==> config.mk <==
export PLATFORM = sky130hd
export DESIGN_NAME = program_loader
export DESIGN_NICKNAME = d
export VERILOG_FILES = /design/src/rtl/program_loader.sv
export SDC_FILE = /design/constraint.sdc
export NUM_CORES = 1
export LEC_CHECK = 0
export CAP_MARGIN = 20
export CORE_ASPECT_RATIO = 0.6
export CORE_MARGIN = 3
export CORE_UTILIZATION = 47
export DETAILED_ROUTE_END_ITERATION = 16
export GPL_ROUTABILITY_DRIVEN = 0
export HOLD_SLACK_MARGIN = 0.12
export PLACE_DENSITY = 0.88
export RECOVER_POWER = 50
export SLEW_MARGIN = 20
export SYNTH_ARGS = -nofsm -noshare
export SYNTH_HDL_FRONTEND = slang
export SYNTH_SLANG_ARGS = --single-unit
==> constraint.sdc <==
create_clock -name clk -period 3.4 [get_ports clk]
set_input_delay 1.02 -clock clk [delete_from_list [all_inputs] [get_ports clk]]
set_output_delay 1.02 -clock clk [all_outputs]
set_load 0.1 [all_outputs]
==> src/rtl/program_loader.sv <==
// Program loader: streams host instruction words into instruction memory,
// holds the CPU in reset for a fixed number of cycles, releases it to run under
// a cycle watchdog, then requests a memory dump when the CPU signals it is done.
module program_loader #(
  parameter int IM_DEPTH   = 512,
  parameter int RST_HOLD   = 2,
  parameter int MAX_CYCLES = 65536
) (
  input  logic                         clk,
  input  logic                         ldrRstN,
  input  logic                         start,
  input  logic                         abort,
  input  logic                         wordValid,
  input  logic [31:0]                  wordData,
  input  logic                         wordLast,
  output logic                         wordReady,
  output logic                         imWrEn,
  output logic [31:0]                  imAddr,
  output logic [31:0]                  imWrData,
  output logic                         cpuRst,
  output logic                         insEn,
  output logic                         dmEn,
  output logic                         printmem,
  input  logic                         EndProgram,
  output logic                         done,
  output logic [1:0]                   err,
  output logic [$clog2(IM_DEPTH):0]    wordCount,
  output logic [31:0]                  cycleCount
);

  localparam int WC_W = $clog2(IM_DEPTH) + 1;

  localparam logic [WC_W-1:0] WC_FULL   = WC_W'(IM_DEPTH);
  localparam logic [3:0]      HOLD_LAST = 4'(RST_HOLD - 1);
  localparam logic [31:0]     CYC_LAST  = 32'(MAX_CYCLES - 1);

  localparam logic [1:0] ERR_NONE = 2'b00;
  localparam logic [1:0] ERR_OVF  = 2'b01;
  localparam logic [1:0] ERR_TMO  = 2'b10;

  typedef enum logic [2:0] {
    S_IDLE,
    S_LOAD,
    S_HOLD,
    S_RUN,
    S_DUMP,
    S_DONE,
    S_ERR
  } state_t;

  state_t          state_q, state_d;
  logic [WC_W-1:0] word_cnt_q, word_cnt_d;
  logic [31:0]     cycle_cnt_q, cycle_cnt_d;
  logic [1:0]      err_q, err_d;
  logic [3:0]      hold_cnt_q, hold_cnt_d;

  logic            room;
  logic            xfer;

  // Saturating increment of the loaded-word counter.
  function automatic logic [WC_W-1:0] sat_inc_wc(input logic [WC_W-1:0] v);
    if (v == {WC_W{1'b1}}) begin
      return v;
    end
    return v + WC_W'(1);
  endfunction

  // Saturating increment of the run-cycle counter.
  function automatic logic [31:0] sat_inc_cyc(input logic [31:0] v);
    if (v == 32'hFFFF_FFFF) begin
      return v;
    end
    return v + 32'd1;
  endfunction

  // State and counter registers; reset lands in IDLE with everything cleared.
  always_ff @(posedge clk or negedge ldrRstN) begin
    if (!ldrRstN) begin
      state_q     <= S_IDLE;
      word_cnt_q  <= '0;
      cycle_cnt_q <= '0;
      err_q       <= ERR_NONE;
      hold_cnt_q  <= '0;
    end else begin
      state_q     <= state_d;
      word_cnt_q  <= word_cnt_d;
      cycle_cnt_q <= cycle_cnt_d;
      err_q       <= err_d;
      hold_cnt_q  <= hold_cnt_d;
    end
  end

  // Next-state, counter updates and state-decoded outputs.
  always_comb begin
    state_d     = state_q;
    word_cnt_d  = word_cnt_q;
    cycle_cnt_d = cycle_cnt_q;
    err_d       = err_q;
    hold_cnt_d  = hold_cnt_q;

    wordReady   = 1'b0;
    imWrEn      = 1'b0;
    imAddr      = '0;
    imWrData    = '0;
    cpuRst      = 1'b1;
    insEn       = 1'b0;
    dmEn        = 1'b0;
    printmem    = 1'b0;
    done        = 1'b0;

    room        = (word_cnt_q < WC_FULL);
    xfer        = 1'b0;

    case (state_q)
      S_IDLE: begin
        if (start) begin
          state_d     = S_LOAD;
          word_cnt_d  = '0;
          cycle_cnt_d = '0;
          err_d       = ERR_NONE;
        end
      end

      S_LOAD: begin
        wordReady = room;
        xfer      = wordValid & room;
        if (xfer) begin
          imWrEn     = 1'b1;
          imAddr     = {30'(word_cnt_q), 2'b00};
          imWrData   = wordData;
          word_cnt_d = sat_inc_wc(word_cnt_q);
          if (wordLast) begin
            state_d    = S_HOLD;
            hold_cnt_d = '0;
          end
        end else if (wordValid) begin
          // Memory full and the host still has a word: overflow, nothing written.
          state_d = S_ERR;
          err_d   = ERR_OVF;
        end
      end

      S_HOLD: begin
        if (hold_cnt_q >= HOLD_LAST) begin
          state_d = S_RUN;
        end else begin
          hold_cnt_d = hold_cnt_q + 4'd1;
        end
      end

      S_RUN: begin
        cpuRst      = 1'b0;
        insEn       = 1'b1;
        dmEn        = 1'b1;
        cycle_cnt_d = sat_inc_cyc(cycle_cnt_q);
        // A CPU finishing on the watchdog's last cycle still counts as a normal end.
        if (EndProgram) begin
          state_d = S_DUMP;
        end else if (cycle_cnt_q == CYC_LAST) begin
          state_d = S_ERR;
          err_d   = ERR_TMO;
        end
      end

      S_DUMP: begin
        cpuRst   = 1'b0;
        insEn    = 1'b1;
        dmEn     = 1'b1;
        printmem = 1'b1;
        state_d  = S_DONE;
      end

      S_DONE: begin
        // CPU is left out of reset so its state can be inspected.
        cpuRst = 1'b0;
        done   = 1'b1;
        if (start) begin
          state_d     = S_LOAD;
          word_cnt_d  = '0;
          cycle_cnt_d = '0;
          err_d       = ERR_NONE;
        end
      end

      S_ERR: begin
        if (start) begin
          state_d     = S_LOAD;
          word_cnt_d  = '0;
          cycle_cnt_d = '0;
          err_d       = ERR_NONE;
        end
      end

      default: begin
        state_d = S_IDLE;
      end
    endcase

    // Abort overrides every other transition and leaves a clean IDLE behind.
    if (abort) begin
      state_d     = S_IDLE;
      word_cnt_d  = '0;
      cycle_cnt_d = '0;
      err_d       = ERR_NONE;
      hold_cnt_d  = '0;
    end
  end

  assign err        = err_q;
  assign wordCount  = word_cnt_q;
  assign cycleCount = cycle_cnt_q;

endmodule

==> results.cfg <==
[global_route]
grt_max_degree = 43
antenna_found_initial = 0
track_usage_pct = 35.0
grt_pass1_vias = 4259
grt_first_pass_wirelength_mm = 24.3
overflow = 0

[final_layout]
final_cells = 658
seq_area_mm2 = 0.00128
postLayoutCellArea_mm2 = 0.00559
layout_common_cells = 51 x dfrtp_1, 47 x clkbuf_1, 46 x buf_12
fin_nets = 602
utilization_pct = 79.6
antenna_cells = 0
multi_input_comb_area_mm2 = 0.00229
area_growth_pct = 55.6
fillCellCount = 450
layout_commonest_cell = dfrtp_1
drive_above_1_share_pct = 24.2

[cts]
clk_pin_slew_ps = 70
cts_buffers = 5
htree_levels = 2
clk_latency_ps = 300
cts-root-buf = clkbuf_16
cts_sinks = 51
cts_tree = yes
cts_max_path_buffers = 2

[power_and_ir_drop]
power.internal_uw = 1750
switching_share_pct = 52.6
leakagePower_uw = 0.00236
peakVddDrop_mv = 0.298
p_seq_share_pct = 19.5
p_comb_share_pct = 64.1
p_per_area_mw_per_mm2 = 659
p_sw_uw = 1940
clockPowerShare_pct = 16.4

[setup_path]
worstSetupEndpointType = primary output
critical_path_class = input port to primary output
required_ps = 2380
max_stage_delay_ps = 250
cp-start-kind = input port
cpMaxStageDelayCell = dlygate4sd2_1
crit_top_cell = buf_6
critical_path.cell_chain = dlygate4sd2_1 -> nor3b_4 -> buf_6 -> buf_6 -> and3_4 -> buf_12
crit_arrival_ps = 2210
critPathMaxFanout = 11

[placement]
post-place-cells = 645
port_buffers = 130
placedInstanceArea_mm2 = 0.00532
hpwlAfterDp_mm = 9.83
post-place-ws_ps = -57.0

[job]
cap_violations = 1

[route]
wl_mm = 15.3
drt-initial-drc-count = 681
vias = 4445
routed_via_density = 6.76
antenna_left = 0
post-route-drc-count = 0
wire_per_inst_um = 23.3
dr.pass1.iters = 6

[run_status]
violations = capacitance limit, slew limit
status = finished, violations left

[synthesis]
yosys_warnings = 0
syn_area_mm2 = 0.00359
synth-edff-count = 0
syn_area_per_cell_um2 = 8.49
synth_cells = 423
yosysSeqAreaShare_pct = 35.5
ys.flop_type = dfrtp_1
ys_ff_latch = 51
synthArstFlopShare_pct = 100
ys_types = 59

[floorplan]
die_area_mm2 = 0.00876
die_w_um = 119
coreArea_mm2 = 0.00702
num_io_pins = 154
start_util_pct = 51.1
die_h_um = 73.7
rows = 23

[sta]
min_period_over_period_pct = 95.0
fmax_mhz = 310
finalWorstSetupSlack_ps = 170
tightest_slew_ps = 1680
maxSlewHeadroom_pct = -11.8
fin_crit_ps = 3230
hold_slack_ps = 493
setup_viol = 0
hold_viol = 0
finalClockSkew_ps = 4.46
drv_slew = 30
rsz0062_at_grt = no

[hold_path]
hp-class = register to register
==> repair_timing <==
action / CTS / global route
setup endpoints to repair: 41 / 0
endpoints found under the hold margin: 0 / 0
gates resized for setup: 52 / 0
hold buffers: 0 / 0
buffers inserted: 2 / 0
==> logic make-up (layout without fill, tap and decap cells) <==
group           count (synthesis)  in the layout  share of synthesized area [%]
simple gates                  178            178                           28.5
mux                             4              4                           1.22
other cells                     1             23                          0.104
flops                          51             51                           35.5
buf+inv                        59            172                           9.16
compound gates                121            121                           22.5
fa+ha+maj                       6              6                           2.30
xor+xnor                        3              3                          0.732
==> flip-flops by register name, summed over array words and instances, names as in the netlist <==
signal      count
wordCount      10
hold_cnt_q      4
state_q         3
err             2
cycleCount     32
==> layout make-up <==
type                            instances  share of cell area [%]
Clock inverter                          2                   0.627
Inverter                                7                   0.470
Tap cell                              100                    2.24
Timing Repair Buffer                  157                    30.3
Multi-Input combinational cell        335                    41.0
Sequential cell                        51                    22.8
Clock buffer                            6                    2.49
==> critical path: cells and delay by family <==
kind | cells | cell delay, ps
simple gates | 2 | 470
buf+inv | 4 | 720
==> per-stage QoR <==
stage / TNS (ps) / total power, uW
finish: 0 / 3680
global route: 0 / 3790
CTS: 0 / 3590
detailed placement: -1140 / 2880
global placement: 0 / 2820
floorplan: 0 / 2210
==> worst paths after layout <==
check	from	end	slack, ps	cells past startpoint
min reg2reg	err[0]	err[0]	490	1
min	err[0]	err[0]	490	1
max reg2reg	cycleCount[0]	cycleCount[28]	750	6
min in group asynchronous	ldrRstN	cycleCount[7]	1150	1
max	wordValid	imWrData[31]	170	6
max in group asynchronous	ldrRstN	wordCount[4]	800	2
==> cells in the mapped netlist (all sizes together) (9+ instances only) <==
master	number	area, um2
a21oi	12	60.1
nor3	11	75.1
dfrtp	51	1280
o21ai	35	175
nor2	22	82.6
a31oi	21	131
and2	9	56.3
and3	50	313
nand4	14	93.8
clkbuf	13	48.8
nand3	20	105
nand2	26	97.6
buf	39	254
o31ai	24	194
==> power by group through the flow <==
stage / sequential (uW) / clock, uW / combinational (uW)
2_1_floorplan: 804 / 0 / 1410
3_3_place_gp: 717 / 0 / 2100
3_5_place_dp: 721 / 0 / 2160
4_1_cts: 712 / 591 / 2290
5_1_grt: 725 / 632 / 2440
6_report: 719 / 604 / 2360
==> per-layer routing <==
layer	up-vias	part of all wire [%]	track usage, %
met2	415	47	59.1
met1	2126	38	46.3
met5	-	0	0
met4	0	3.1	8.60
li1	1832	-	-
met3	72	12	7.92
Power figures use the tool's default switching activity.
==> variant 1: new RTL, same settings <==
`IM_DEPTH`: 512 -> 128.
--- a/src/rtl/program_loader.sv
+++ b/src/rtl/program_loader.sv
@@ -3,5 +3,5 @@
 // a cycle watchdog, then requests a memory dump when the CPU signals it is done.
 module program_loader #(
-  parameter int IM_DEPTH   = 512,
+  parameter int IM_DEPTH   = 128,
   parameter int RST_HOLD   = 2,
   parameter int MAX_CYCLES = 65536
Interface: changed (resized wordCount); port bits go from 154 to 152. The function was not compared with the original's and may differ.
==> variant 1 against the original RTL <==
  * Wire length fell by 9.1%
  * Highest routed layer unchanged
  * Design area fell by 3.8%
  * Via count fell by 6.1%
  * Sequential cell count fell by 2
  * Sequential power fell by 8.5%
  * Total power fell by 8.4%
  * Area after synthesis fell by 1.3%
  * Worst setup slack got worse by 0.024 ns
==> variant 1: results (changes against the original RTL) <==
Run status
  – Outcome: finished, final reports clean (was finished, violations left)

GRT
  – Pin count of the biggest net entering global routing: 29 (was 43)
  – Grt met2 use: 0.528 (was 0.591)
  – Global Route Usage Sum: 0.315 (was 0.350)
  – Met1 Resource Use GR: 0.402 (was 0.463)
  – Vias in the first global route: 3979 (was 4259)
  – First-pass GRT wire length: 21.4 mm (was 24.3 mm)
  – Met3 Resource Use GR: 0.0862 (was 0.0792)

Clock tree
  – Post_cts resized: 17 (was 52)

Logic synthesis
  – Commonest cells in the synthesized netlist: dfrtp_1 (49), and2_1 (40), nand2_1 (38) (was dfrtp_1 (51), and3_1 (50), nand2_1 (26), o21ai_0 (26), buf_4 (24))
  – Compound-Gate Fraction of Synth Area: 0.189 (was 0.225)
  – Adder-cell share of the synthesized area: 0.0233 (was 0.0230)
  – Synth Area in XOR/XNOR: 0.0120 (was 0.00732)
  – Post-synthesis mux area share: 0.0148 (was 0.0122)
  – Synth cell types: 68 (was 59)
  – Synth area leaders: dfrtp_1 (35%), and2_1 (7.1%), buf_4 (5.7%) (was dfrtp_1 (36%), and3_1 (8.7%), buf_4 (5.0%))
  – Sequential area share after synthesis: 0.346 (was 0.355)
  – Top cell type's share of synthesized area: 0.346 (was 0.355)

Timing
  – Skew final: 0.00937 ns (was 0.00446 ns)
  – Worst slew pin tran: 1.28 ns (was 1.68 ns)

Place
  – Dpl ws: -0.208 ns (was -0.0570 ns)
  – HPWL after detailed placement: 9.68 mm (was 9.83 mm)
  – Dpl cells: 641 (was 645)
  – Port bufs: 126 (was 130)
  – Post-DP Area: 5220 um^2 (was 5320 um^2)

Routing
  – M1 WL: 5.20 mm (was 5.79 mm)
  – DR vias: 4172 (was 4445)
  – Detailed-route vias per instance: 6.36 (was 6.76)
  – Met3 routed WL: 1.67 mm (was 1.81 mm)
  – Drt pass-1 iters: 7 (was 6)
  – 1st-iter DRT viols: 657 (was 681)
  – Met2 WL post-DR: 6.52 mm (was 7.26 mm)

Finish
  – Share of layout cells above drive strength 1: 0.261 (was 0.242)
  – Nets@finish: 600 (was 602)
  – Fillcell total: 480 (was 450)

Pwr
  – Sequential power: 0.000658 W (was 0.000719 W)
  – Lkg Pwr: 2.28 nW (was 2.36 nW)
==> variant 1: path summary, 6_finish.rpt <==
check / from / cells after the start / endpoint / slack [ns]
setup / recovery: wordValid / 7 / imAddr[7] / 0.15
hold / removal: err[0] / 1 / err[0] / 0.52
setup reg to reg: state_q[2] / 5 / cycleCount[25] / 0.92
hold reg to reg: err[0] / 1 / err[0] / 0.52
max in group asynchronous: ldrRstN / 2 / cycleCount[5] / 1.04
min in group asynchronous: ldrRstN / 1 / cycleCount[27] / 0.98
==> variant 1: worst max-delay path, cell delays in order <==
cell and delay, ns:
clkbuf_1 0.11, nor3b_4 0.22, nand3_2 0.14, clkinv_4 0.12, bufbuf_16 0.28, and2_4 0.17
buf_12 0.17
==> variant 1: final cells by class <==
cell class                      instances  area [um^2]  share of cell area
Inverter                                9         38.8             0.00722
Clock inverter                          2         37.5             0.00698
Timing Repair Buffer                  153         1650               0.306
Clock buffer                            6          139              0.0258
Tap cell                              100          125              0.0233
Multi-Input combinational cell        337         2160               0.402
Sequential cell                        49         1230               0.228
==> variant 2: new RTL, same settings <==
Made on the original files. The 7 states of `state_t` get a one-hot encoding in 7 bits.
--- a/src/rtl/program_loader.sv
+++ b/src/rtl/program_loader.sv
@@ -39,12 +39,12 @@
   localparam logic [1:0] ERR_TMO  = 2'b10;
 
-  typedef enum logic [2:0] {
-    S_IDLE,
-    S_LOAD,
-    S_HOLD,
-    S_RUN,
-    S_DUMP,
-    S_DONE,
-    S_ERR
+  typedef enum logic [6:0] {
+    S_IDLE = 7'b0000001,
+    S_LOAD = 7'b0000010,
+    S_HOLD = 7'b0000100,
+    S_RUN  = 7'b0001000,
+    S_DUMP = 7'b0010000,
+    S_DONE = 7'b0100000,
+    S_ERR  = 7'b1000000
   } state_t;
 
Check against the original RTL: no difference found for any inputs over 10 cycles, from zero or initial values and one cycle with ldrRstN low; not proved beyond that.
==> variant 2 against the original RTL <==
  * The flow still finishes with violations (capacitance limit, slew limit)
  * Area after synthesis is 6.1% higher
  * Sequential cell count is 4 higher
  * Design area is 1.4% higher
  * Wire length is 14% lower
  * Worst setup slack worse by 0.045 ns
Power is not compared: it rests on default switching activity, and its combinational part moved more than twofold at a synthesized area within 25%.
==> variant 2: results (changes against the original RTL) <==
Run status
  – Outcome: finished, violations left (unchanged)
  – Failing checks: capacitance limit, slew limit (unchanged)

Routing
  – DR vias: 4228 (was 4445)
  – Drt pass-1 iters: 5 (was 6)
  – 1st-iter DRT viols: 639 (was 681)

Setup path
  – CP max stage delay: 0.27 ns (was 0.25 ns)
  – Slowest cell on crit path: bufbuf_16 (was dlygate4sd2_1)
  – Crit path to: imAddr[7] (was imWrData[31])
  – Worst R2R Path Depth: 7 (was 6)
  – R2R setup slack: 0.77 ns (was 0.75 ns)
  – Crit Reg-Reg Endpoint: cycleCount[15] (was cycleCount[28])
  – Worst Path Max Fanout: 9 (was 11)
  – Crit path DAT: 2.26 ns (was 2.21 ns)
  – Reg2reg start: state_q[1] (was cycleCount[0])

Flow run
  – Max-cap violations: 1 (unchanged)

Logic synthesis
  – Synth cell types: 62 (was 59)
  – Commonest cells in the synthesized netlist: dfrtp_1 (54), and2_1 (47), nand2_1 (38) (was dfrtp_1 (51), and3_1 (50), nand2_1 (26), o21ai_0 (26), buf_4 (24))

GRT
  – Pin count of the biggest net entering global routing: 35 (was 43)
  – Global Route Usage Sum: 0.285 (was 0.350)
  – Vias in the first global route: 3905 (was 4259)
  – First-pass GRT wire length: 20.8 mm (was 24.3 mm)

Place
  – Post-DP Area: 5540 um^2 (was 5320 um^2)

Finish
  – Share of layout cells above drive strength 1: 0.253 (was 0.242)
  – Nets@finish: 619 (was 602)

Timing
  – Skew final: 0.00831 ns (was 0.00446 ns)
  – Worst slew pin tran: 1.92 ns (was 1.68 ns)
  – Slew Viols, Final: 35 (was 30)

Hold path
  – Hold Path End: hold_cnt_q[3] (was err[0])
==> variant 2: cell families after synthesis <==
logic type | count (synthesis) | synth area share
adder cells (fa/ha/maj) | 5 | 0.0164
AND/OR/NAND/NOR | 189 | 0.294
AO/OA/AOI/OAI | 124 | 0.214
flip-flops | 55 | 0.361
XOR/XNOR | 1 | 0.00230
other | 1 | 0.000984
buffers and inverters | 60 | 0.0952
multiplexers | 6 | 0.0161
==> variant 2: report_power, final <==
group	internal [W]	switching [W]	total [W]	leakage, nW
registers	0.000660	0.0000122	0.000672	0.765
logic	0.000143	0.000327	0.000471	1.54
clock network	0.000277	0.000269	0.000546	0.0700
==> variant 2: metrics by stage <==
stage / cells / setup TNS [ns] / hold slack [ns]
after floorplan: 463 / 0 / 0.445
after global placement: 664 / -1.02 / 0.468
after detailed placement: 664 / -4.09 / 0.474
after CTS: 680 / 0 / 0.494
after global routing: 680 / 0 / 0.526
final: 680 / 0 / 0.506
==> variant 2: worst max-delay path: cells and delay by family <==
family,cells,cell delay [ns]
buf+inv,3,0.67
simple gates,3,0.55
==> variant 2: what timing repair did <==
| item | CTS | global route |
|---|---|---|
| setup buffers | 5 | 0 |
| endpoints found under the setup margin | 41 | 0 |
| gates resized for setup | 9 | 0 |
==> variant 2: area by class of cell <==
type,count,area [um^2]
multi-input combinational,348,2230
fill,532,1900
timing repair buffer,155,1740
sequential,55,1380
tap,104,130
clock buffer,5,125
inverter,10,37.5
clock inverter,3,25.0
==> variant 2: routing by layer <==
metal / vias up / track usage / wire [um]
li1: 1862 / - / -
met1: 2024 / 0.384 / 5280
met2: 309 / 0.488 / 6390
met3: 33 / 0.0393 / 1280
met4: 0 / 0.0819 / 246
met5: - / 0 / 0
